## src/rtl/scmp_pkg.sv

```systemverilog
// Shared definitions for the SC/MP memory-side bus controller.
package scmp_pkg;

    // Bus FSM state encoding
    localparam logic [2:0] ST_IDLE    = 3'd0;
    localparam logic [2:0] ST_RD_REQ  = 3'd1;
    localparam logic [2:0] ST_RD_DATA = 3'd2;
    localparam logic [2:0] ST_RD_HOLD = 3'd3;
    localparam logic [2:0] ST_WR_DO   = 3'd4;
    localparam logic [2:0] ST_WR_WAIT = 3'd5;

    // Bit positions inside the 4-bit flags word {H,D,I,R}
    localparam int FLAG_H = 3;
    localparam int FLAG_D = 2;
    localparam int FLAG_I = 1;
    localparam int FLAG_R = 0;

    // Value presented to the CPU whenever no read data is being driven
    localparam logic [7:0] BUS_IDLE_DATA = 8'hFF;

    // Bit positions of the strobes inside the synchronized strobe vector
    localparam int STB_ADS = 2;
    localparam int STB_RD  = 1;
    localparam int STB_WR  = 0;

endpackage

```

## src/rtl/scmp_sync.sv

```systemverilog
// Multi-flop synchronizer for asynchronous active-low strobes.
// Flops reset to 1 so a deasserted strobe is seen immediately after reset.
module scmp_sync #(
    parameter int STAGES = 2,
    parameter int WIDTH  = 1
) (
    input  logic             clk,
    input  logic             rst_n,
    input  logic [WIDTH-1:0] d,
    output logic [WIDTH-1:0] q
);

    logic [STAGES-1:0][WIDTH-1:0] stage_reg;

    // Shift the raw inputs through STAGES flops; stage 0 is the metastable one
    always_ff @(posedge clk) begin
        if (!rst_n) begin
            stage_reg <= '1;
        end else begin
            stage_reg <= {stage_reg[STAGES-2:0], d};
        end
    end

    assign q = stage_reg[STAGES-1];

endmodule

```

## src/rtl/scmp_bus_ctrl.sv

```systemverilog
// Memory-side bus controller for the SC/MP CPU: synchronizes the bus strobes,
// latches status flags, runs RAM read/write cycles and stretches reads with hold_n.
module scmp_bus_ctrl
    import scmp_pkg::*;
#(
    parameter int ADDR_W      = 5,
    parameter int SYNC_STAGES = 2
) (
    input  logic              clk,
    input  logic              rst_n,
    input  logic              ads_n,
    input  logic              rd_n,
    input  logic              wr_n,
    input  logic [11:0]       cpu_addr,
    input  logic [7:0]        cpu_d_o,
    output logic [7:0]        cpu_d_i,
    output logic              hold_n,
    output logic [3:0]        flags,
    output logic [ADDR_W-1:0] mem_addr,
    output logic              mem_we,
    output logic [7:0]        mem_wdata,
    input  logic [7:0]        mem_rdata,
    output logic              bus_err
);

    logic [2:0]        stb_raw;
    logic [2:0]        stb_s;
    logic [2:0]        stb_prev_reg;
    logic [2:0]        stb_fall;
    logic              rd_s;
    logic              wr_s;
    logic              ads_fall;
    logic              rd_fall;
    logic              wr_fall;
    logic              in_read;
    logic              in_write;
    logic [2:0]        state_reg;
    logic [7:0]        cpu_d_i_reg;
    logic              hold_n_reg;
    logic [3:0]        flags_reg;
    logic [ADDR_W-1:0] mem_addr_reg;
    logic              mem_we_reg;
    logic [7:0]        mem_wdata_reg;
    logic              bus_err_reg;
    logic              unused_addr_bits;

    // The RAM is smaller than the CPU space, so upper address bits alias away
    assign unused_addr_bits = ^cpu_addr[11:ADDR_W];

    assign stb_raw = {ads_n, rd_n, wr_n};

    scmp_sync #(
        .STAGES (SYNC_STAGES),
        .WIDTH  (3)
    ) u_sync (
        .clk   (clk),
        .rst_n (rst_n),
        .d     (stb_raw),
        .q     (stb_s)
    );

    // Remember last synchronized strobe levels for fall detection
    always_ff @(posedge clk) begin
        if (!rst_n) begin
            stb_prev_reg <= '1;
        end else begin
            stb_prev_reg <= stb_s;
        end
    end

    assign stb_fall = stb_prev_reg & ~stb_s;
    assign ads_fall = stb_fall[STB_ADS];
    assign rd_fall  = stb_fall[STB_RD];
    assign wr_fall  = stb_fall[STB_WR];
    assign rd_s     = stb_s[STB_RD];
    assign wr_s     = stb_s[STB_WR];

    assign in_read  = (state_reg == ST_RD_REQ) || (state_reg == ST_RD_DATA) ||
                      (state_reg == ST_RD_HOLD);
    assign in_write = (state_reg == ST_WR_DO) || (state_reg == ST_WR_WAIT);

    // Status flags {H,D,I,R} captured on every address strobe, whatever the FSM is doing
    always_ff @(posedge clk) begin
        if (!rst_n) begin
            flags_reg <= '0;
        end else if (ads_fall) begin
            flags_reg <= cpu_d_o[7:4];
        end
    end

    // Bus cycle FSM with registered RAM and CPU-side outputs
    always_ff @(posedge clk) begin
        if (!rst_n) begin
            state_reg     <= ST_IDLE;
            cpu_d_i_reg   <= BUS_IDLE_DATA;
            hold_n_reg    <= 1'b1;
            mem_addr_reg  <= '0;
            mem_we_reg    <= 1'b0;
            mem_wdata_reg <= '0;
            bus_err_reg   <= 1'b0;
        end else begin
            // Write pulse is the registered image of the WR_DO state
            mem_we_reg <= (state_reg == ST_WR_DO);

            case (state_reg)
                ST_IDLE: begin
                    if (rd_fall) begin
                        // Read has priority; a write strobe low at the same time is a violation
                        state_reg    <= ST_RD_REQ;
                        mem_addr_reg <= cpu_addr[ADDR_W-1:0];
                        hold_n_reg   <= 1'b0;
                        if (!wr_s) begin
                            bus_err_reg <= 1'b1;
                        end
                    end else if (wr_fall && rd_s) begin
                        state_reg     <= ST_WR_DO;
                        mem_addr_reg  <= cpu_addr[ADDR_W-1:0];
                        mem_wdata_reg <= cpu_d_o;
                    end else if (wr_fall) begin
                        bus_err_reg <= 1'b1;
                    end
                end
                ST_RD_REQ: begin
                    if (rd_s) begin
                        state_reg  <= ST_IDLE;
                        hold_n_reg <= 1'b1;
                    end else begin
                        state_reg <= ST_RD_DATA;
                    end
                end
                ST_RD_DATA: begin
                    if (rd_s) begin
                        state_reg  <= ST_IDLE;
                        hold_n_reg <= 1'b1;
                    end else begin
                        cpu_d_i_reg <= mem_rdata;
                        hold_n_reg  <= 1'b1;
                        state_reg   <= ST_RD_HOLD;
                    end
                end
                ST_RD_HOLD: begin
                    if (rd_s) begin
                        cpu_d_i_reg <= BUS_IDLE_DATA;
                        state_reg   <= ST_IDLE;
                    end
                end
                ST_WR_DO: begin
                    state_reg <= ST_WR_WAIT;
                end
                ST_WR_WAIT: begin
                    if (wr_s) begin
                        state_reg <= ST_IDLE;
                    end
                end
                default: begin
                    state_reg   <= ST_IDLE;
                    hold_n_reg  <= 1'b1;
                    cpu_d_i_reg <= BUS_IDLE_DATA;
                end
            endcase

            // Opposite strobe falling during an active cycle is flagged but otherwise ignored
            if ((in_read && wr_fall) || (in_write && rd_fall)) begin
                bus_err_reg <= 1'b1;
            end
        end
    end

    assign cpu_d_i   = cpu_d_i_reg;
    assign hold_n    = hold_n_reg;
    assign flags     = flags_reg;
    assign mem_addr  = mem_addr_reg;
    assign mem_we    = mem_we_reg;
    assign mem_wdata = mem_wdata_reg;
    assign bus_err   = bus_err_reg;

endmodule

```

## config.mk

```make
export PLATFORM = sky130hd
export DESIGN_NAME = scmp_bus_ctrl
export DESIGN_NICKNAME = d
export VERILOG_FILES = /design/src/rtl/scmp_pkg.sv /design/src/rtl/scmp_sync.sv /design/src/rtl/scmp_bus_ctrl.sv
export SDC_FILE = /design/constraint.sdc
export NUM_CORES = 1
export LEC_CHECK = 0
export BUFFER_PORTS_ARGS = -buffer_cell sky130_fd_sc_hd__buf_2
export CAP_MARGIN = 20
export CORE_MARGIN = 5
export CORE_UTILIZATION = 48
export DETAILED_ROUTE_END_ITERATION = 16
export PLACE_DENSITY = 0.88
export SETUP_SLACK_MARGIN = 0.3
export SLEW_MARGIN = 5
export SYNTH_ARGS = -nofsm -noshare
export SYNTH_HDL_FRONTEND = slang
export SYNTH_HIERARCHICAL = 1
export SYNTH_SLANG_ARGS = --single-unit
```

## constraint.sdc

```tcl
create_clock -name clk -period 1.85 [get_ports clk]
set_input_delay 0.37 -clock clk [delete_from_list [all_inputs] [get_ports clk]]
set_output_delay 0.37 -clock clk [all_outputs]
set_load 0.005 [all_outputs]
```

==> results of run 1 <==
layout by cell type (no fill, tap or decap), drive strengths merged:
| cell type | n |
|---|---|
| a31oi | 2 |
| o41a | 1 |
| and3 | 2 |
| a21o | 2 |
| or2 | 1 |
| nand2 | 12 |
| nand3b | 1 |
| nand2b | 11 |
| a2111o | 1 |
| a2111oi | 2 |
| nand4bb | 1 |
| inv | 5 |
| buf | 58 |
| nor3 | 5 |
| o21bai | 1 |
| a21oi | 10 |
| nor2b | 1 |
| o21ai | 11 |
| nor2 | 17 |
| nor4bb | 1 |
| a21boi | 1 |
| and3b | 1 |
| nand3 | 8 |
| nor3b | 2 |
| clkbuf | 7 |
| or3 | 1 |
| nor4 | 1 |
| xnor2 | 1 |
| a31o | 1 |
| dfxtp | 40 |
| mux2i | 15 |
| clkinvlp | 1 |
worst max-delay path by stage:
stage,start,endpoint,slack (ns),cells past startpoint
after floorplan,u_sync/q[1]$_SDFF_PN1_,hold_n$_SDFFE_PN1P_,0.44,5
after global placement,state_reg[0]$_SDFFE_PN0P_,mem_addr[2]$_SDFFE_PN0P_,0.35,3
after detailed placement,state_reg[0]$_SDFFE_PN0P_,mem_addr[4]$_SDFFE_PN0P_,0.32,3
after CTS,state_reg[0]$_SDFFE_PN0P_,mem_addr[4]$_SDFFE_PN0P_,0.31,3
after global routing,state_reg[1]$_SDFFE_PN0P_,cpu_d_i[1]$_SDFFE_PN1P_,0.30,4
final,u_sync/q[1]$_SDFF_PN1_,mem_addr[4]$_SDFFE_PN0P_,0.40,3
layout make-up:
class	count	area, µm²	share of cell area
multi-input combinational	113	719	0.367
clock inverter	1	7.51	0.00383
tap	46	57.6	0.0293
timing repair buffer	58	303	0.154
inverter	5	18.8	0.00957
sequential	40	801	0.408
clock buffer	7	55.1	0.0281
cells by family (layout without fill, tap and decap cells):
group                     Yosys count  after routing
and+or+nand+nor                    65             65
muxes                              15             15
buffers and inverters              21             71
AOI/OAI and AO/OA                  32             32
xor gates and xnor gates            1              1
DFF                                40             40
synth_stat cells (2+ instances only):
cell type / number / area, µm²
sky130_fd_sc_hd__buf_2: 5 / 25.0
sky130_fd_sc_hd__nand2b_1: 11 / 68.8
sky130_fd_sc_hd__and3_1: 2 / 12.5
sky130_fd_sc_hd__nand2_1: 12 / 45.0
sky130_fd_sc_hd__a21o_1: 2 / 15.0
sky130_fd_sc_hd__buf_4: 3 / 22.5
sky130_fd_sc_hd__nand3_1: 8 / 40.0
sky130_fd_sc_hd__buf_6: 2 / 22.5
sky130_fd_sc_hd__clkbuf_1: 3 / 11.3
sky130_fd_sc_hd__buf_1: 3 / 11.3
sky130_fd_sc_hd__a31oi_1: 2 / 12.5
sky130_fd_sc_hd__nor3_1: 4 / 20.0
sky130_fd_sc_hd__nor3b_1: 2 / 15.0
sky130_fd_sc_hd__o21ai_0: 10 / 50.1
sky130_fd_sc_hd__dfxtp_1: 40 / 801
sky130_fd_sc_hd__nor2_1: 17 / 63.8
sky130_fd_sc_hd__a21oi_1: 10 / 50.1
sky130_fd_sc_hd__inv_1: 5 / 18.8
sky130_fd_sc_hd__mux2i_1: 15 / 150
metrics by stage:
| stage | setup WS, ns | total power, mW | std cells | hold WS (ns) |
|---|---|---|---|---|
| 6_report | 0.397 | 1.74 | 270 | 0.193 |
| 5_1_grt | 0.299 | 1.84 | 270 | 0.181 |
| 4_1_cts | 0.307 | 1.74 | 270 | 0.183 |
| 3_3_place_gp | 0.355 | 1.28 | 262 | 0.389 |
| 3_5_place_dp | 0.320 | 1.28 | 262 | 0.392 |
| 2_1_floorplan | 0.443 | 1.21 | 174 | 0.386 |
power groups by stage:
stage               clock network, mW  logic (mW)  registers, mW
finish                          0.466       0.327          0.949
detailed placement                  0       0.315          0.967
CTS                             0.474       0.316          0.948
global placement                    0       0.312          0.966
global route                    0.510       0.371          0.958
floorplan                           0       0.253          0.955
per-layer routing:
| layer | GRT usage | vias up | part of all wire |
|---|---|---|---|
| li1 | - | 691 | - |
| met3 | 0.0640 | 5 | 0.095 |
| met4 | 0.0620 | 0 | 0.014 |
| met1 | 0.179 | 586 | 0.44 |
| met5 | 0 | - | 0 |
| met2 | 0.244 | 52 | 0.45 |
worst max-delay path, cell delays in order (launching register included):
cell	delay [ns]
sky130_fd_sc_hd__dfxtp_1	0.55
sky130_fd_sc_hd__nand2b_1	0.28
sky130_fd_sc_hd__a21o_1	0.31
sky130_fd_sc_hd__mux2i_1	0.23
==> reports/qor.log, run 1 <==
qor: outcome.status finished clean
qor: worst_hold_path.worstHoldEndpoint u_sync/stage_reg[2]$_SDFF_PN1_
qor: pwr.power.share.switching 0.285
qor: critical_path.cp_data_arrival_time 1.73 ns
qor: global_routing.grt-ovfl-total 0
qor: floorplan.core-area 3310 µm²
qor: floorplan.die_height 68.1 µm
qor: global_routing.vias_in_the_first_global_route 1231
qor: place.numPortBuffers 53
qor: clocking.clock_tree.buffer_depth 2
qor: synth.synth-xor-area-share 0.00541
qor: sta.tightest_slew 0.491 ns
qor: sta.maxSlewHeadroom 0.671
qor: floorplan.dieWidth 68.1 µm
qor: route.detailroute.via_count 1334
qor: flow_run.max_cap_violations 0
qor: synth.synth.mux.area_fraction 0.0927
qor: sta.finClkSkew 0.00357 ns
qor: finish.area_growth_syn_to_layout 21.2%
qor: critical_path.critPathCaptureType flip-flop
qor: synth.count_of_flip_flops_with_a_built_in_enable_after_synthesis 0
qor: sta.hold_viol 0
qor: finish.final_net_count 256
qor: route.detail_route.drc_violations 0
qor: finish.antennaDiodeCount 0
qor: critical_path.timing.critical_path.from_type flip-flop
qor: sta.slew_viol_final 0
qor: clocking.cts_post_setup_buffers_inserted 0
qor: clocking.hold_buffers 0
qor: place.placed_cell_area 1890 µm²
qor: synth.synth-adder-area-share 0
qor: place.dp_hpwl 2370 µm
qor: clocking.post_cts_resized 0
qor: floorplan.rows 21
qor: critical_path.crit-reg2reg-launch u_sync/q[1]$_SDFF_PN1_
qor: critical_path.reg2reg_to mem_addr[4]$_SDFFE_PN0P_
qor: sta.max_freq 688 MHz
qor: pwr.cellInternalPower 1.25 mW
qor: route.dr.pass1.iters 4
qor: synth.combinational_family_with_the_most_area_after_synthesis simple AND/OR/NAND/NOR gates
qor: finish.post-route-cell-area 1960 µm²
qor: sta.fin_setup_tns 0 ns
qor: pwr.share_comb_of_total_power 0.188
qor: synth.yosysWarningCount 6
qor: global_routing.grt_usage 0.152
qor: clocking.htree_num_levels 2
qor: synth.syn-mean-instance-area 9.30 µm²
qor: finish.layout-drive-gt1-share 0.313
qor: sta.rsz_0062_raised_after_global_routing no
qor: route.drtAntennaViolNets 0
qor: pwr.largest_voltage_drop_on_the_vdd_net 0.485 mV
qor: sta.timing.final.crit_share 0.786
qor: worst_hold_path.worst_hold_stages 2
qor: synth.synthArstFlopShare 0
qor: clocking.ctsRootBufferMaster sky130_fd_sc_hd__clkbuf_4
qor: synth.yosys_register_bits 40
qor: synth.seq_area_frac_synth 0.495
qor: clocking.tritoncts_clock_tree yes
qor: clocking.clock_sinks 40
qor: synth.synth.cell_area 1620 µm²
qor: synth.ys.flop_type sky130_fd_sc_hd__dfxtp_1
qor: synth.synth_compound_gate_area_share 0.128
qor: synth.synthesis.nets 207
qor: route.wirelength 3270 µm
qor: critical_path.required 2.13 ns
qor: worst_hold_path.worstHoldPathType input port to flip-flop
qor: critical_path.reg2reg_slack 0.40 ns
qor: global_routing.grt_antenna_before_repair 0
qor: clocking.clock_insertion_delay_worst_skew 0.35 ns
qor: route.starting_drt_drc_count 63
qor: floorplan.initial_core_util 0.489
qor: worst_hold_path.min-delay-start ads_n
qor: sta.period_needed 1.45 ns
qor: place.final_weighted_congestion_of_routability_driven_global_placement 0.824
qor: pwr.power-per-cell-area 888 nW/µm²
qor: critical_path.critical_path_peak_fanout 10
qor: route.routed_wire_length_per_instance 12.1 µm
qor: clocking.cts_made_buffers 5
qor: synth.cells_after_synth 174
qor: pwr.power_leakage 0.940 nW
qor: finish.fill_cells 306
qor: synth.synthDistinctLibCells 37
qor: floorplan.floorplan.io_pins 61
qor: floorplan.floorplan.die_area 4630 µm²
qor: critical_path.worst-setup-path-type flip-flop to flip-flop
qor: pwr.seqPwrFrac 0.545
qor: global_routing.grt_max_degree 24
qor: critical_path.worst-r2r-cell-count 3
qor: global_routing.grt_pass1_wl 5240 µm
qor: finish.final_util 0.593
qor: pwr.switchingPower 497 µW
qor: route.drt-vias-per-instance 4.94
qor: synth.yosys.area_share.simple 0.211
qor: pwr.clock_power_share 0.267
qor: clocking.cts.reportedPaths.clkPinSlew 0.11 ns
qor: sta.setup_viol 0
(Power assumes the default switching activity.)
==> run 2, diff against run 1 <==
==> constraint.sdc (replaced) <==
create_clock -name clk -period 1.4 [get_ports clk]
set_input_delay 0.28 -clock clk [delete_from_list [all_inputs] [get_ports clk]]
set_output_delay 0.28 -clock clk [all_outputs]
set_load 0.005 [all_outputs]
==> reports/qor.log, run 2 (synthesis gave the netlist of run 1 again) <==
qor: outcome.status finished clean
qor: finish.fill_cells 250
qor: clocking.ctsRootBufferMaster sky130_fd_sc_hd__clkbuf_4
qor: sta.rsz_0062_raised_after_global_routing yes
qor: place.placedCellCount 275
qor: critical_path.critPathCaptureType flip-flop
qor: critical_path.cp_data_arrival_time 1.57 ns
qor: worst_hold_path.worstHoldEndpoint u_sync/stage_reg[1]$_SDFF_PN1_
qor: place.dp_hpwl 2610 µm
qor: critical_path.required 1.69 ns
qor: sta.tightest_slew 0.342 ns
qor: worst_hold_path.min-delay-start rd_n
qor: floorplan.rows 21
qor: critical_path.worst-setup-path-type flip-flop to flip-flop
qor: sta.maxSlewHeadroom 0.766
qor: floorplan.die_height 68.1 µm
qor: critical_path.crit-reg2reg-launch state_reg[0]$_SDFFE_PN0P_
qor: sta.setup_viol 0
qor: pwr.power_leakage 1.11 nW
qor: sta.period_needed 1.28 ns
qor: finish.antennaDiodeCount 0
qor: global_routing.grt-ovfl-total 0
qor: floorplan.floorplan.die_area 4630 µm²
qor: clocking.cts_made_buffers 5
qor: floorplan.dieWidth 68.1 µm
qor: finish.area_growth_syn_to_layout 44.7%
qor: route.detail_route.drc_violations 0
qor: pwr.largest_voltage_drop_on_the_vdd_net 0.616 mV
qor: sta.finClkSkew 0.00987 ns
qor: clocking.hold_buffers 0
qor: global_routing.grt_max_degree 23
qor: critical_path.reg2reg_to bus_err$_SDFFE_PN0P_
qor: route.drt-vias-per-instance 5.07
qor: finish.layout.cells.non_filler 288
qor: floorplan.initial_core_util 0.489
qor: place.final_weighted_congestion_of_routability_driven_global_placement 0.827
qor: flow_run.max_cap_violations 0
qor: finish.layout_commonest_cell sky130_fd_sc_hd__buf_2
qor: sta.hold_viol 0
qor: sta.slew_viol_final 0
qor: sta.fin_setup_tns 0 ns
qor: worst_hold_path.worst_hold_stages 2
qor: critical_path.critPathSlowestCell sky130_fd_sc_hd__or3_4
qor: place.placed_cell_area 2020 µm²
qor: route.dr.pass1.iters 4
qor: finish.layout-drive-gt1-share 0.545
qor: global_routing.vias_in_the_first_global_route 1279
qor: pwr.power-per-cell-area 1200 nW/µm²
qor: place.numPortBuffers 53
qor: sta.max_freq 782 MHz
qor: clocking.clock_sinks 40
qor: finish.layout_common_cells sky130_fd_sc_hd__buf_2, sky130_fd_sc_hd__dfxtp_2, sky130_fd_sc_hd__buf_6, sky130_fd_sc_hd__nor2_1, sky130_fd_sc_hd__buf_4
qor: sta.timing.final.crit_share 0.913
qor: critical_path.worst-r2r-cell-count 3
qor: route.detailroute.via_count 1459
qor: route.wirelength 3660 µm
qor: worst_hold_path.worstHoldPathType input port to flip-flop
qor: clocking.clock_tree.buffer_depth 2
qor: clocking.tritoncts_clock_tree yes
qor: finish.post-route-cell-area 2340 µm²
qor: clocking.htree_num_levels 2
qor: route.routed_wire_length_per_instance 12.7 µm
qor: critical_path.max_stage_delay 0.42 ns
qor: finish.final_net_count 274
qor: critical_path.critical_path_peak_fanout 5
qor: route.starting_drt_drc_count 79
qor: clocking.clock_insertion_delay_worst_skew 0.35 ns
qor: global_routing.grt_usage 0.157
qor: critical_path.timing.critical_path.from_type flip-flop
qor: floorplan.core-area 3310 µm²
qor: route.drtAntennaViolNets 0
qor: floorplan.floorplan.io_pins 61
qor: critical_path.reg2reg_slack 0.12 ns
qor: clocking.cts.reportedPaths.clkPinSlew 0.11 ns
qor: global_routing.grt_antenna_before_repair 0
qor: critical_path.cp_cell_sequence or3_4 -> a2111oi_4 -> o41a_1
qor: global_routing.grt_pass1_wl 5540 µm
## run 2: cell count changes in the layout (fill, tap and decap cells not counted), sizes merged
cell      before  now
clkinvlp       1    0
buf           58   76
bufinv         0    1
## run 2: per-layer routing
| metal | wire (µm) | vias up | global-route usage |
|---|---|---|---|
| li1 | - | 730 | - |
| met1 | 1510 | 673 | 0.184 |
| met2 | 1760 | 50 | 0.268 |
| met3 | 338 | 6 | 0.0591 |
| met4 | 51 | 0 | 0.0372 |
| met5 | 0 | - | 0 |
## run 2: where the power goes
part           leakage (nW)  internal (mW)  switching, mW
clock network        0.0515          0.474          0.374
logic                 0.727          0.365          0.330
registers             0.330           1.21         0.0489
total                  1.11           2.05          0.752
## run 2: worst max path at each step
stage	start	cells past startpoint	slack [ns]	end
floorplan	u_sync/q[1]$_SDFF_PN1_	6	0.06	bus_err$_SDFFE_PN0P_
finish	state_reg[0]$_SDFFE_PN0P_	3	0.12	bus_err$_SDFFE_PN0P_
global route	state_reg[0]$_SDFFE_PN0P_	3	0.1	bus_err$_SDFFE_PN0P_
global placement	state_reg[0]$_SDFFE_PN0P_	3	0.08	mem_addr[4]$_SDFFE_PN0P_
detailed placement	state_reg[0]$_SDFFE_PN0P_	3	0.03	mem_addr[1]$_SDFFE_PN0P_
CTS	state_reg[1]$_SDFFE_PN0P_	4	0.14	bus_err$_SDFFE_PN0P_
## run 2: area by class of cell
type	instances	area [µm²]	area share
repair buffers	76	527	0.225
inverters	5	18.8	0.00801
clock inverters	1	30.0	0.0128
multi-input cells	113	801	0.342
well taps	46	57.6	0.0246
flip-flops and latches	40	843	0.360
clock buffers	7	65.1	0.0278
## run 2: repair_timing
item                                    4_1_cts  5_1_grt
cloned                                        0        0
endpoints found under the hold margin         0        0
buffers inserted                              1        4
endpoints found under the setup margin       35       53
pin swaps                                     2        8
resized for setup                            18       44
## run 2: through the flow
stage           util  power, mW  hold slack, ns  worst slack [ns]
6_report       0.707       2.80           0.109             0.122
5_1_grt        0.707       2.93          0.0935            0.0960
4_1_cts        0.652       2.72          0.0950             0.144
3_5_place_dp   0.609       1.83           0.391            0.0321
3_3_place_gp   0.609       1.82           0.389            0.0832
2_1_floorplan      -       1.63           0.353            0.0635
## run 2: worst max-delay path, delay by kind of cell, from the launching register on
kind | cells | cell delay [ns]
AND/OR/NAND/NOR | 1 | 0.42
flip-flops | 1 | 0.36
AO/OA/AOI/OAI | 2 | 0.44
